<file path="config.mk">
export PLATFORM = sky130hd
export DESIGN_NAME = keypad_scanner
export DESIGN_NICKNAME = d
export VERILOG_FILES = /design/src/rtl/keypad_pkg.sv /design/src/rtl/keypad_scanner_tick_gen.sv /design/src/rtl/keypad_scanner.sv
export SDC_FILE = /design/constraint.sdc
export NUM_CORES = 1
export LEC_CHECK = 0
export ABC_CLOCK_PERIOD_IN_PS = 4000
export CAP_MARGIN = 20
export CORE_ASPECT_RATIO = 1.5
export CORE_MARGIN = 8
export CORE_UTILIZATION = 50
export CTS_CLUSTER_SIZE = 24
export DETAILED_ROUTE_END_ITERATION = 12
export PLACE_DENSITY_LB_ADDON = 0.3
export SLEW_MARGIN = 30
export SYNTH_ARGS = -nofsm -noshare
export SYNTH_HDL_FRONTEND = slang
export SYNTH_SLANG_ARGS = --single-unit
</file>
<file path="constraint.sdc">
create_clock -name clk -period 4 [get_ports clk]
set_clock_uncertainty 0.1 [all_clocks]
set_input_delay 0.4 -clock clk [delete_from_list [all_inputs] [get_ports clk]]
set_output_delay 0.4 -clock clk [all_outputs]
set_load 0.01 [all_outputs]
</file>
<file path="src/rtl/keypad_pkg.sv">
// Shared types and constants for the 4x4 keypad scanner.
// Holds the scanner FSM states and the row/column to key-code map.
package keypad_pkg;

    typedef enum logic [1:0] {
        SCAN,
        DEBOUNCE,
        PRESSED,
        RELEASE
    } state_t;

    localparam logic [3:0] KEY_STAR = 4'hE;
    localparam logic [3:0] KEY_HASH = 4'hF;

    // Entry {row, col}: row-major, element 0 is row0/col0 ('1').
    localparam logic [15:0][3:0] KEY_MAP = {
        4'hD, KEY_HASH, 4'h0, KEY_STAR,
        4'hC, 4'h9,     4'h8, 4'h7,
        4'hB, 4'h6,     4'h5, 4'h4,
        4'hA, 4'h3,     4'h2, 4'h1
    };

    function automatic logic [3:0] key_lookup(
        input logic [1:0] row,
        input logic [1:0] col
    );
        return KEY_MAP[{row, col}];
    endfunction

endpackage

</file>
<file path="src/rtl/keypad_scanner_tick_gen.sv">
// Free-running divider: one-clk tick every CLK_DIV clocks.
// Ports: clk, reset (async, active-high), tick (out).
module tick_gen #(
    parameter int CLK_DIV = 1000
) (
    input  logic clk,
    input  logic reset,
    output logic tick
);

    localparam int W = $clog2(CLK_DIV);
    localparam logic [W-1:0] LAST = W'(CLK_DIV - 1);

    logic [W-1:0] cnt;

    always_ff @(posedge clk or posedge reset) begin
        if (reset) begin
            cnt <= '0;
        end else if (cnt == LAST) begin
            cnt <= '0;
        end else begin
            cnt <= cnt + 1'b1;
        end
    end

    assign tick = (cnt == LAST);

endmodule

</file>
<file path="src/rtl/keypad_scanner.sv">
// 4x4 matrix keypad scanner: column drive, row synchroniser, debounce,
// key encode. Ports: clk, reset, row_n[3:0] in; col_n[3:0], key_code[3:0],
// key_valid (one-clk strobe per press), key_held out.
module keypad_scanner #(
    parameter int CLK_DIV        = 1000,
    parameter int DEBOUNCE_TICKS = 4
) (
    input  logic       clk,
    input  logic       reset,
    input  logic [3:0] row_n,
    output logic [3:0] col_n,
    output logic [3:0] key_code,
    output logic       key_valid,
    output logic       key_held
);

    import keypad_pkg::*;

    localparam int CW = $clog2(DEBOUNCE_TICKS + 1);
    localparam logic [CW-1:0] DB_LAST = CW'(DEBOUNCE_TICKS);
    localparam logic [CW-1:0] ONE = CW'(1);

    logic          tick;
    logic [3:0]    sync1;
    logic [3:0]    rs;
    state_t        state, state_n;
    logic [CW-1:0] cnt, cnt_n, cnt_inc;
    logic [1:0]    col_sel, col_sel_n;
    logic [1:0]    row_lat, row_lat_n;
    logic [3:0]    code_n;
    logic          valid_n;
    logic          held_n;
    logic          press;
    logic [1:0]    row_hit;
    logic          same_row;
    logic          fire;

    tick_gen #(
        .CLK_DIV(CLK_DIV)
    ) u_tick (
        .clk  (clk),
        .reset(reset),
        .tick (tick)
    );

    always_ff @(posedge clk or posedge reset) begin
        if (reset) begin
            sync1 <= 4'b1111;
            rs    <= 4'b1111;
        end else begin
            sync1 <= row_n;
            rs    <= sync1;
        end
    end

    // A press is exactly one row low; anything else reads as no key.
    always_comb begin
        press   = 1'b1;
        row_hit = 2'd0;
        case (rs)
            4'b1110: row_hit = 2'd0;
            4'b1101: row_hit = 2'd1;
            4'b1011: row_hit = 2'd2;
            4'b0111: row_hit = 2'd3;
            default: press   = 1'b0;
        endcase
    end

    assign same_row = press && (row_hit == row_lat);
    assign cnt_inc  = cnt + 1'b1;
    assign col_n    = ~(4'b0001 << col_sel);

    always_ff @(posedge clk or posedge reset) begin
        if (reset) begin
            state     <= SCAN;
            cnt       <= '0;
            col_sel   <= 2'd0;
            row_lat   <= 2'd0;
            key_code  <= 4'h0;
            key_valid <= 1'b0;
            key_held  <= 1'b0;
        end else begin
            state     <= state_n;
            cnt       <= cnt_n;
            col_sel   <= col_sel_n;
            row_lat   <= row_lat_n;
            key_code  <= code_n;
            key_valid <= valid_n;
            key_held  <= held_n;
        end
    end

    always_comb begin
        state_n   = state;
        cnt_n     = cnt;
        col_sel_n = col_sel;
        row_lat_n = row_lat;
        code_n    = key_code;
        valid_n   = 1'b0;
        held_n    = key_held;
        fire      = 1'b0;
        if (tick) begin
            unique case (state)
                SCAN: begin
                    if (press) begin
                        row_lat_n = row_hit;
                        if (DEBOUNCE_TICKS == 1) begin
                            fire = 1'b1;
                        end else begin
                            state_n = DEBOUNCE;
                            cnt_n   = ONE;
                        end
                    end else begin
                        col_sel_n = col_sel + 2'd1;
                    end
                end
                DEBOUNCE: begin
                    if (same_row) begin
                        if (cnt_inc == DB_LAST) begin
                            fire = 1'b1;
                        end else begin
                            cnt_n = cnt_inc;
                        end
                    end else begin
                        // Bounce: rescan the same column next tick.
                        cnt_n   = '0;
                        state_n = SCAN;
                    end
                end
                PRESSED: begin
                    if (!same_row) begin
                        if (DEBOUNCE_TICKS == 1) begin
                            held_n  = 1'b0;
                            state_n = SCAN;
                            cnt_n   = '0;
                        end else begin
                            state_n = RELEASE;
                            cnt_n   = ONE;
                        end
                    end
                end
                RELEASE: begin
                    if (!same_row) begin
                        if (cnt_inc == DB_LAST) begin
                            held_n  = 1'b0;
                            state_n = SCAN;
                            cnt_n   = '0;
                        end else begin
                            cnt_n = cnt_inc;
                        end
                    end else begin
                        // Release glitch: back to held, no new strobe.
                        cnt_n   = '0;
                        state_n = PRESSED;
                    end
                end
                default: begin
                    state_n = SCAN;
                    cnt_n   = '0;
                end
            endcase
        end
        if (fire) begin
            code_n  = key_lookup(row_hit, col_sel);
            valid_n = 1'b1;
            held_n  = 1'b1;
            state_n = PRESSED;
            cnt_n   = '0;
        end
    end

endmodule

</file>
# Word-level counts from Yosys, hierarchy flattened
# Memory sizes are Yosys's and may differ from the RTL's. A register that Yosys moved wholly into a read port is not among the register bits.
# Cells that the tools add are included.
# op_classes
magnitude_cmp,0
n_div,0
add_sub_neg,3
bitwise_logic,2
multipliers,0
n_mux,30
eq_ne,16
shifts,1
n_reduce_logical,11
# ops
op,count
$mux 3,8
$mux 2,7
$eq 4x4->1 const B,3
$pmux 3 s4,1
$mux 1,11
$add 10x1->10 const B,1
$eq 10x10->1 const B,1
$mux 10,1
$ne 3x3->1 const B,3
$ne 4x4->1 const B,2
$pmux 2 s4,1
$reduce_and 4->1,2
$pmux 2 s3,1
$reduce_and 3->1,2
$reduce_bool 2->1,3
$reduce_and 5->1,1
$eq 2x2->1 const B,2
$eq 4x3->1 const B,1
$not 4->4,1
$reduce_or 4->1,1
$shl 1x2->4 const A,1
$add 3x1->3 const B,1
$eq 3x3->1 const B,1
$add 2x1->2 const B,1
6 further kinds,6
# totals
mem_bits_rw,0
out_inout_bits,10
regBits,29
word_cells,73
input_bits,6
latch_bits,0
memories,1
romBits,64
# memory_table
name,words,width,rd,rd_clocked_by_memory_dff,wr,line_no,text
(name not given),16,4,1,1,0,keypad_pkg.sv:27,"return KEY_MAP[{row, col}];"

# Depth between registers and ports, before layout
# Gate-level depths: netlist of run 1.
# depth
word_depth,9
depth_mapped,9
ltp_nobuf,7

# By module
# Synthesis of run 1 repeated with hierarchy kept, for this count alone.
# unflattened
hier_cells,181
hier_area_um2,1905.6
# modules_own_cells
mod,cells_each,n_inst,seq_area_each_um2,area_each_um2
keypad_scanner,134,1,585.6,1398.8
tick_gen,47,1,250.2,506.7

# Least setup slack after synthesis of run 1
# Ideal clock, no wire load.
# synth_timing
kind,register -> register
from,reg rs[3]
to,reg cnt[2]
path_buffers,2
path_stages_with_launch,9
t_required_ns,3.775
slack_ns,1.856
arrival_ns,1.920
path_cell_list,dfstp_2 -> clkbuf_2 -> or3b_1 -> a21oi_1 -> a21oi_1 -> buf_6 -> mux2_4 -> a311oi_1 -> o21ai_1
# synth_between
elab_chain_cells,9
elab_cells_between_ends,22
cone_classes,eq/ne: 8; mux: 10; reduce/logical: 4
# synth_lines
element,line_no,text
from (decl),keypad_scanner.sv:25,logic [3:0] rs;
from (signal assigned),keypad_scanner.sv:52,rs <= sync1;
$eq 4x3->1 or $eq 4x4->1 (tied branches),keypad_scanner.sv:60,case (rs)
$pmux 2 s3 or $reduce_or 4->1 (tied branches),n/a,
$eq 2x2->1 or $mux 1 (tied branches),"keypad_scanner.sv:69, keypad_scanner.sv:60",
$logic_and 1x1->1,keypad_scanner.sv:69,assign same_row = press && (row_hit == row_lat);
$mux 1,keypad_scanner.sv:118,if (same_row) begin
$mux 1,keypad_scanner.sv:103,unique case (state)
$mux 1,keypad_scanner.sv:102,if (tick) begin
$ne 4x4->1 (no source line) (tied with other cells),n/a,
$reduce_and 4->1 (no source line),n/a,
to (signal assigned),keypad_scanner.sv:84,cnt <= cnt_n;
to (decl),keypad_scanner.sv:27,"logic [CW-1:0] cnt, cnt_n, cnt_inc;"
# Parallel ways exist; a longest one is shown, timed or not. The select of a mux whose other input is x is not followed.
# A chain may end at the register's enable or synchronous reset.

# Worst setup path after layout of run 1
# layout_timing
from,reg rs[0]
to,reg cnt[2]
# The elaborated chain is that of the path after synthesis.

==> results.ini, run 1 <==
[power_and_ir_drop]
power.density_nw_per_um2 = 332
ir_drop_mv = 0.296
p_leak_nw = 0.902

[setup_path]
cp.depth = 6
worst-path-buf-inv = 0
r2r_start = rs[0]$_DFF_PP1_
path_max_fanout = 11
crit_family = compound AO/OA/AOI/OAI gates
crit_chain = or3b_1 > a21oi_1 > a21oi_1 > mux2_4 > a311oi_1 > o21ai_1
crit_required_ps = 4050
end_kind = flop
crit_slowest_cell = a21oi_1
critical_path_class = flop to flop
worstSetupStartpointType = flop
cpMostUsedCell = a21oi_1
critPathLaunch = rs[0]$_DFF_PP1_
rr_worst_depth = 6
r2r-end = cnt[2]$_DFFE_PP0P_
worstPathArrival_ps = 2480
worstSetupEndpoint = cnt[2]$_DFFE_PP0P_
slowest_delay_ps = 660
reg2reg_slack_ps = 1580

[clocking]
cts_tree = yes
cts.sinks = 33
cts_hold_buf = 0
root_buffer = clkbuf_8
cts_repair_resize_count = 0
cts_setup_buffers = 0
cts_buffers = 5
path_clk_slew_ps = 60
worstSkewPairLatency_ps = 270
htree_levels = 2
cts_buffer_depth = 2

[drt]
viasPerCell = 5.60
ant_nets = 0
drc = 0
vias = 1339
wl_mm = 3.53
drtIter0Drc = 41
wl_per_cell_um = 14.8
drt_pass1_iterations = 4

[timing]
grt_setup_unrepaired = no
fin_tns_setup_ps = 0
slew_violations = 0
finalHoldViolCount = 0
setup_viol = 0
post-route-period-util_pct = 60.6
max_slew_margin_pct = 44.8
fmaxAchievable_mhz = 412
period_needed_ps = 2420
tightest_slew_ps = 827

[die]
dieArea_sq_um = 5830
start_util_pct = 52.4
num_rows = 26
core_area_sq_um = 3450
ios = 16
die_w_um = 65.1
die_h_um = 89.6

[logic_synthesis]
yosysTopAreaCell = dfrtp_1
syn_inst = 183
yosys.area.top_type_share_pct = 34.7
ys_warn_count = 0
synth.distinct_cells = 46
synth.top_cells.by_area = dfrtp_1, dfstp_2, ha_1
synth_ff_type = dfrtp_1
ys_seq_area_share_pct = 46.3
syn_area_sq_um = 1810
ys_seq_elements = 33
async_flop_share_pct = 100
synth_edf_count = 0
synthesis.nets = 198
avgSynthCellArea_sq_um = 9.87

[global_route]
grt_usage_pct = 13.2
use_met2_pct = 26.2
grt_pass1_vias = 1371
grtUsageMet3_pct = 3.23
grt_pass1_wl_mm = 6.11
met1_usage_pct = 12.6
antenna_found_initial = 0
grt_start_max_net_pins = 34
busiest_layer = met2
grt_overflow_total = 0

[finish]
fin_cells = 239
n_fill_cell = 295
multi_input_area_sq_um = 867
drive_gt1_share_pct = 11.2
diodes = 0
syn2layout_area_growth_pct = 14.9
fin_nets = 211
ff_latch_area_sq_um = 836

[run]
cap_violations = 0

[placed_design]
dp.cells = 231
port_buffers = 15
dp_hpwl_mm = 2.66
gp_congestion = 0.777

[worst_hold_path]
hold_path.class = flop to flop
worstHoldStart = sync1[3]$_DFF_PP1_

[outcome]
status = finished, final reports clean

[per-stage QoR]
stage	hold WS, ps	setup slack, ps	total power [mW]	area (sq um)	util (%)
floorplan	245	1860	0.375	1810	-
global placement	246	1700	0.382	1960	56.8
detailed placement	249	1550	0.384	1960	56.8
CTS	260	1550	0.702	2070	60.2
global route	264	1390	0.720	2070	60.2
finish	255	1580	0.689	2070	60.2
[worst min-delay path by stage]
stage,slack [ps],depth (start not counted),end
finish,250,0,rs[3]$_DFF_PP1_
global route,260,0,rs[2]$_DFF_PP1_
CTS,260,0,rs[1]$_DFF_PP1_
detailed placement,250,0,rs[3]$_DFF_PP1_
global placement,250,0,rs[2]$_DFF_PP1_
floorplan,250,0,rs[0]$_DFF_PP1_
[kinds of logic after synthesis]
kind of cell,synth area share [%]
flip-flops,46.3
AND/OR/NAND/NOR,19.9
buffers and inverters,5.68
XOR/XNOR,5.34
adder cells (fa/ha/maj),6.24
AO/OA/AOI/OAI,13.9
multiplexers,2.63
[state kept, by name, indices dropped and copies added, names as in the netlist]
signal	flops
key_code	4
sync1	4
cnt	3
rs	4
key_valid	1
u_tick.cnt	10
row_lat	2
state	2
col_sel	2
key_held	1
[Yosys cell counts (2+ instances only)]
cell type,instances
a211oi_1,5
a21oi_1,12
a311oi_1,2
and2_1,6
buf_2,3
buf_6,2
clkbuf_1,4
dfrtp_1,25
dfstp_2,8
ha_1,9
inv_1,10
mux2_2,2
nand2_1,13
nand2b_1,2
nand3_1,7
nand3b_1,3
nand4_1,5
nor2_1,13
nor2b_1,3
nor3_1,3
o21a_1,2
o21ai_0,4
o21ai_1,5
or3_1,2
or3b_1,3
xnor2_1,3
xor2_1,8
[report_power, final]
part | switching, mW | leakage [nW] | internal (mW) | total, mW
clock network | 0.108 | 0.0585 | 0.203 | 0.311
logic | 0.0177 | 0.425 | 0.0138 | 0.0315
registers | 0.00491 | 0.419 | 0.341 | 0.346
[placed cells by master, fill, tap and decap left out, types with 2 or more instances in the layout]
| cell type | instances |
|---|---|
| a211oi_1 | 5 |
| a21oi_1 | 12 |
| a311oi_1 | 2 |
| and2_1 | 6 |
| buf_4 | 2 |
| clkbuf_8 | 6 |
| clkdlybuf4s50_1 | 15 |
| dfrtp_1 | 25 |
| dfstp_2 | 8 |
| ha_1 | 9 |
| inv_1 | 10 |
| mux2_2 | 2 |
| nand2_1 | 13 |
| nand2b_1 | 2 |
| nand3_1 | 7 |
| nand3b_1 | 3 |
| nand4_1 | 5 |
| nor2_1 | 13 |
| nor2b_1 | 3 |
| nor3_1 | 3 |
| o21a_1 | 2 |
| o21ai_0 | 4 |
| o21ai_1 | 5 |
| or3_1 | 2 |
| or3b_1 | 3 |
| xnor2_1 | 3 |
| xor2_1 | 8 |
[final cells by class]
| class | count | share of cell area [%] |
|---|---|---|
| Multi-Input combinational cell | 129 | 41.8 |
| Sequential cell | 33 | 40.3 |
| Timing Repair Buffer | 17 | 7.96 |
| Clock buffer | 7 | 4.16 |
| Tap cell | 42 | 2.53 |
| Inverter | 10 | 1.81 |
| Clock inverter | 1 | 1.45 |
[per-layer routing]
| layer | share of wire (%) | up-vias |
|---|---|---|
| li1 | - | 658 |
| met1 | 39 | 659 |
| met2 | 57 | 18 |
| met3 | 3.0 | 4 |
| met4 | 1.3 | 0 |
| met5 | 0 | - |
[worst register-to-register path, stage by stage (launching register included)]
cell and delay [ps]:
dfstp_2 610, or3b_1 140, a21oi_1 60, a21oi_1 660, mux2_4 370, a311oi_1 280
o21ai_1 80
No activity file was read; power rests on OpenSTA's default activity.
==> run 2: changes to the inputs <==
Settings changed: ABC_CLOCK_PERIOD_IN_PS 4000 to 2200.
Clock period 4 ns to 2.2 ns, I/O delays scaled along.
==> run 2 against run 1 <==
Flip-flop and latch count did not move. Design area rose by 3.9%. Sequential share of layout area decreased by 1.5 points. Core utilization is 2.4 points higher. Clock-buffer cell count increased by 1. Setup slack worse by 1500 ps. Via count up 2.4%. Worst hold slack worse by 21 ps. Power increased by 68%. Final cell count grew 3.8%. Routed wire length up 3.7%.
==> results.ini, run 2 (synthesis gave the netlist of run 1 again) <==
[timing]
fmaxAchievable_mhz = 467
max_slew_margin_pct = 68.1
setup_viol = 0
fin_hold_ws_ps = 234
fin_tns_setup_ps = 0
slew_violations = 0
finalHoldViolCount = 0
tightest_slew_ps = 474
grt_setup_unrepaired = no
period_needed_ps = 2140
post-route-period-util_pct = 97.3

[drt]
drtIter0Drc = 62
wl_mm = 3.66
drc = 0
ant_nets = 0
viasPerCell = 5.53
vias = 1371
wl_per_cell_um = 14.8
drt_pass1_iterations = 4

[placed_design]
port_buffers = 15
dp_hpwl_mm = 2.68
gp_congestion = 0.847
post_dp_cell_area_sq_um = 2020
dp.cells = 239

[global_route]
grt_start_max_net_pins = 34
grt_usage_pct = 13.7
grt_pass1_vias = 1437
antenna_found_initial = 0
grt_pass1_wl_mm = 6.31
grt_overflow_total = 0

[clocking]
root_buffer = clkbuf_8
cts_tree = yes
cts_buffers = 5
worstSkewPairLatency_ps = 280
cts_buffer_depth = 2
cts.sinks = 33
cts_hold_buf = 0
path_clk_slew_ps = 70
htree_levels = 2

[die]
ios = 16
start_util_pct = 52.4
die_w_um = 65.1
die_h_um = 89.6
num_rows = 26
core_area_sq_um = 3450
dieArea_sq_um = 5830

[setup_path]
path_max_fanout = 8
end_kind = flop
worstSetupStartpointType = flop
worstPathArrival_ps = 2240
rr_worst_depth = 6
critical_path_class = flop to flop
crit_required_ps = 2300

[finish]
max_flop_register = u_tick.cnt
syn2layout_area_growth_pct = 19.4
fin_cells = 248
drive_gt1_share_pct = 18.0
final_common_cell = dfrtp_1
fin_area_sq_um = 2160
fin_nets = 220
most-common-layout-cells = dfrtp_1, clkdlybuf4s50_1, nor2_1, nand2_1
diodes = 0
final_util_pct = 62.5
largest_reg_flops = 10
n_fill_cell = 293

[outcome]
status = finished, final reports clean

[run]
cap_violations = 0

[power_and_ir_drop]
power.density_nw_per_um2 = 538
p_leak_nw = 0.943
ir_drop_mv = 0.392

[worst_hold_path]
hold_path.class = input pin to asynchronous set/reset pin

[run 2: critical path, stage by stage, from the launching register on]
cell and delay (ps):
dfstp_2 570, or3b_1 360, a21oi_2 190, a21oi_4 80, or3_1 370, and4_1 210
nor3_1 160
[run 2: final cells by class]
| cell class | count | area [sq um] | area share, % |
|---|---|---|---|
| sequential | 33 | 837 | 38.8 |
| tap | 42 | 52.6 | 2.44 |
| multi-input combinational | 129 | 893 | 41.4 |
| clock buffer | 8 | 90.1 | 4.18 |
| inverter | 10 | 37.5 | 1.74 |
| timing repair buffer | 26 | 245 | 11.4 |
[run 2: per-stage QoR]
step	worst slack, ps	total power, mW
floorplan	55.8	0.682
global placement	68.1	0.698
detailed placement	-17.4	0.701
CTS	13.3	1.17
global route	3.53	1.20
finish	58.7	1.16
[run 2: power by group]
part	total [mW]	switching, mW	internal (mW)
clock	0.463	0.208	0.255
combinational	0.0714	0.0393	0.0321
sequential	0.625	0.00495	0.620
total	1.16	0.252	0.907
[run 2: what timing repair did]
action / CTS / global route
gates resized for setup: 1 / 7
setup endpoints to repair: 2 / 9
pin swaps: 0 / 0
buffers inserted: 0 / 1
[run 2: worst paths after layout]
path / end / slack, ps / from
setup / recovery: cnt[0]$_DFFE_PP0P_ / 60 / rs[3]$_DFF_PP1_
min in group clk: sync1[1]$_DFF_PP1_ / 250 / row_n[1]
max in group asynchronous: sync1[3]$_DFF_PP1_ / 1440 / reset
hold reg to reg: rs[1]$_DFF_PP1_ / 250 / sync1[1]$_DFF_PP1_
hold / removal: u_tick.cnt[6]$_DFF_PP0_ / 230 / reset
setup reg to reg: cnt[0]$_DFFE_PP0P_ / 60 / rs[3]$_DFF_PP1_
[run 2: per-layer routing]
| metal | GRT usage, % | vias up | wire length [um] |
|---|---|---|---|
| li1 | - | 682 | - |
| met5 | 0 | - | 0 |
| met2 | 25.1 | 24 | 2010 |
| met4 | 7.77 | 0 | 105 |
| met1 | 13.7 | 653 | 1400 |
| met3 | 3.60 | 12 | 146 |
==> run 3: changes to the inputs <==
Settings changed: CORE_MARGIN 8 to 10.
==> run 3 against run 2 <==
Combinational power is 6.3% lower. Largest power group unchanged. Setup slack better by 3.3 ps. Sequential share of layout area is 0.53 points lower. Critical path type unchanged. Power is 0.23% lower.
==> results.ini, run 3 (synthesis gave the netlist of run 1 again) <==
[finish]
diodes = 0
most-common-layout-cells = dfrtp_1, clkdlybuf4s50_1, buf_4
final_util_pct = 63.4
syn2layout_area_growth_pct = 21.1
largest_reg_flops = 10
final_common_cell = dfrtp_1
max_flop_register = u_tick.cnt
n_fill_cell = 293
drive_gt1_share_pct = 20.5
fin_area_sq_um = 2190
fin_nets = 224

[timing]
period_needed_ps = 2140
fmaxAchievable_mhz = 468
max_slew_margin_pct = 67.6
setup_viol = 0
grt_setup_unrepaired = yes
slew_violations = 0
post-route-period-util_pct = 97.2
finalWorstSetupSlack_ps = 62.0
tightest_slew_ps = 482
finalHoldViolCount = 0

[global_route]
grt_start_max_net_pins = 34
grt_overflow_total = 0
grt_pass1_vias = 1447
grt_pass1_wl_mm = 6.58
antenna_found_initial = 0
grt_usage_pct = 12.2

[clocking]
cts_hold_buf = 0
cts_buffers = 5
cts.sinks = 33
worstSkewPairLatency_ps = 280
htree_levels = 2
cts_buffer_depth = 2
root_buffer = clkbuf_8
cts_tree = yes
path_clk_slew_ps = 70

[drt]
wl_mm = 3.96
drtIter0Drc = 99
drc = 0
wl_per_cell_um = 15.7
ant_nets = 0
vias = 1422
viasPerCell = 5.64
drt_pass1_iterations = 4

[power_and_ir_drop]
clock_power_share_pct = 40.1
finalPower_mw = 1.16
p_leak_nw = 0.957
power.density_nw_per_um2 = 529
p_sw_share_pct = 21.8
p_comb_share_pct = 5.8
ir_drop_mv = 0.507
intPower_mw = 0.905
p_seq_share_pct = 54.2
net-switching-power_mw = 0.253

[worst_hold_path]
hold_path.class = input pin to asynchronous set/reset pin

[setup_path]
worstSetupStartpointType = flop
reg2reg_slack_ps = 60
end_kind = flop
r2r-end = cnt[0]$_DFFE_PP0P_
path_max_fanout = 8
worstPathArrival_ps = 2250
r2r_start = rs[1]$_DFF_PP1_
slowest_delay_ps = 530
rr_worst_depth = 6
crit_slowest_cell = dfstp_2
crit_required_ps = 2310
critical_path_class = flop to flop
crit_chain = or3b_1 > a21oi_1 > a21oi_2 > or3_1 > and4_1 > nor3_2

[placed_design]
dp_hpwl_mm = 2.81
post-place-ws_ps = -32.9
port_buffers = 15
gp_congestion = 0.824
post_dp_cell_area_sq_um = 2020

[outcome]
status = finished, final reports clean

[die]
die_h_um = 93.6
core_area_sq_um = 3450
die_w_um = 69.1
num_rows = 26
ios = 16
dieArea_sq_um = 6460
start_util_pct = 52.4

[run]
cap_violations = 0

## run 3: layout make-up
cell class | instances | area, sq um | share of cell area [%]
Tap cell | 42 | 52.6 | 2.40
Sequential cell | 33 | 837 | 38.3
Inverter | 10 | 37.5 | 1.72
Multi-Input combinational cell | 129 | 906 | 41.4
Clock buffer | 8 | 90.1 | 4.12
Timing Repair Buffer | 30 | 263 | 12.0
## run 3: power groups by stage
stage,combinational [mW],clock (mW),sequential (mW)
5_1_grt,0.0759,0.498,0.627
2_1_floorplan,0.0495,0,0.632
3_5_place_dp,0.0647,0,0.638
6_report,0.0669,0.464,0.627
3_3_place_gp,0.0612,0,0.637
4_1_cts,0.0654,0.471,0.627
## run 3: per-layer routing
layer  vias up  GRT usage (%)  routed length, um
li1        690              -                  -
met1       696           11.9               1530
met2        27           22.7               2180
met3         9           3.92                169
met4         0           5.89                 80
met5         -              0                  0
## run 3: timing repair
| item | 4_1_cts | 5_1_grt |
|---|---|---|
| gates resized for setup | 1 | 9 |
| setup endpoints to repair | 2 | 8 |
| setup buffers | 0 | 5 |
| pin swaps | 0 | 6 |
## run 3: critical path, delay by kind of cell (launching register included)
kind	cells	cell delay [ps]
AO/OA/AOI/OAI	2	330
flip-flops	1	530
AND/OR/NAND/NOR	4	1110
## run 3: worst max-delay path by stage
stage,start,to,slack (ps),depth (start not counted)
finish,rs[1]$_DFF_PP1_,cnt[0]$_DFFE_PP0P_,60,6
global route,rs[3]$_DFF_PP1_,cnt[0]$_DFFE_PP0P_,-60,7
CTS,rs[3]$_DFF_PP1_,cnt[0]$_DFFE_PP0P_,30,6
detailed placement,rs[1]$_DFF_PP1_,cnt[0]$_DFFE_PP0P_,-30,6
global placement,rs[3]$_DFF_PP1_,cnt[2]$_DFFE_PP0P_,60,6
floorplan,rs[3]$_DFF_PP1_,cnt[2]$_DFFE_PP0P_,60,8
## run 3: per-stage QoR
stage	setup TNS, ps	hold WS (ps)	instances
2_1_floorplan	0	124	183
3_3_place_gp	0	246	239
3_5_place_dp	-61.0	247	239
4_1_cts	0	238	247
5_1_grt	-93.2	247	252
6_report	0	236	252
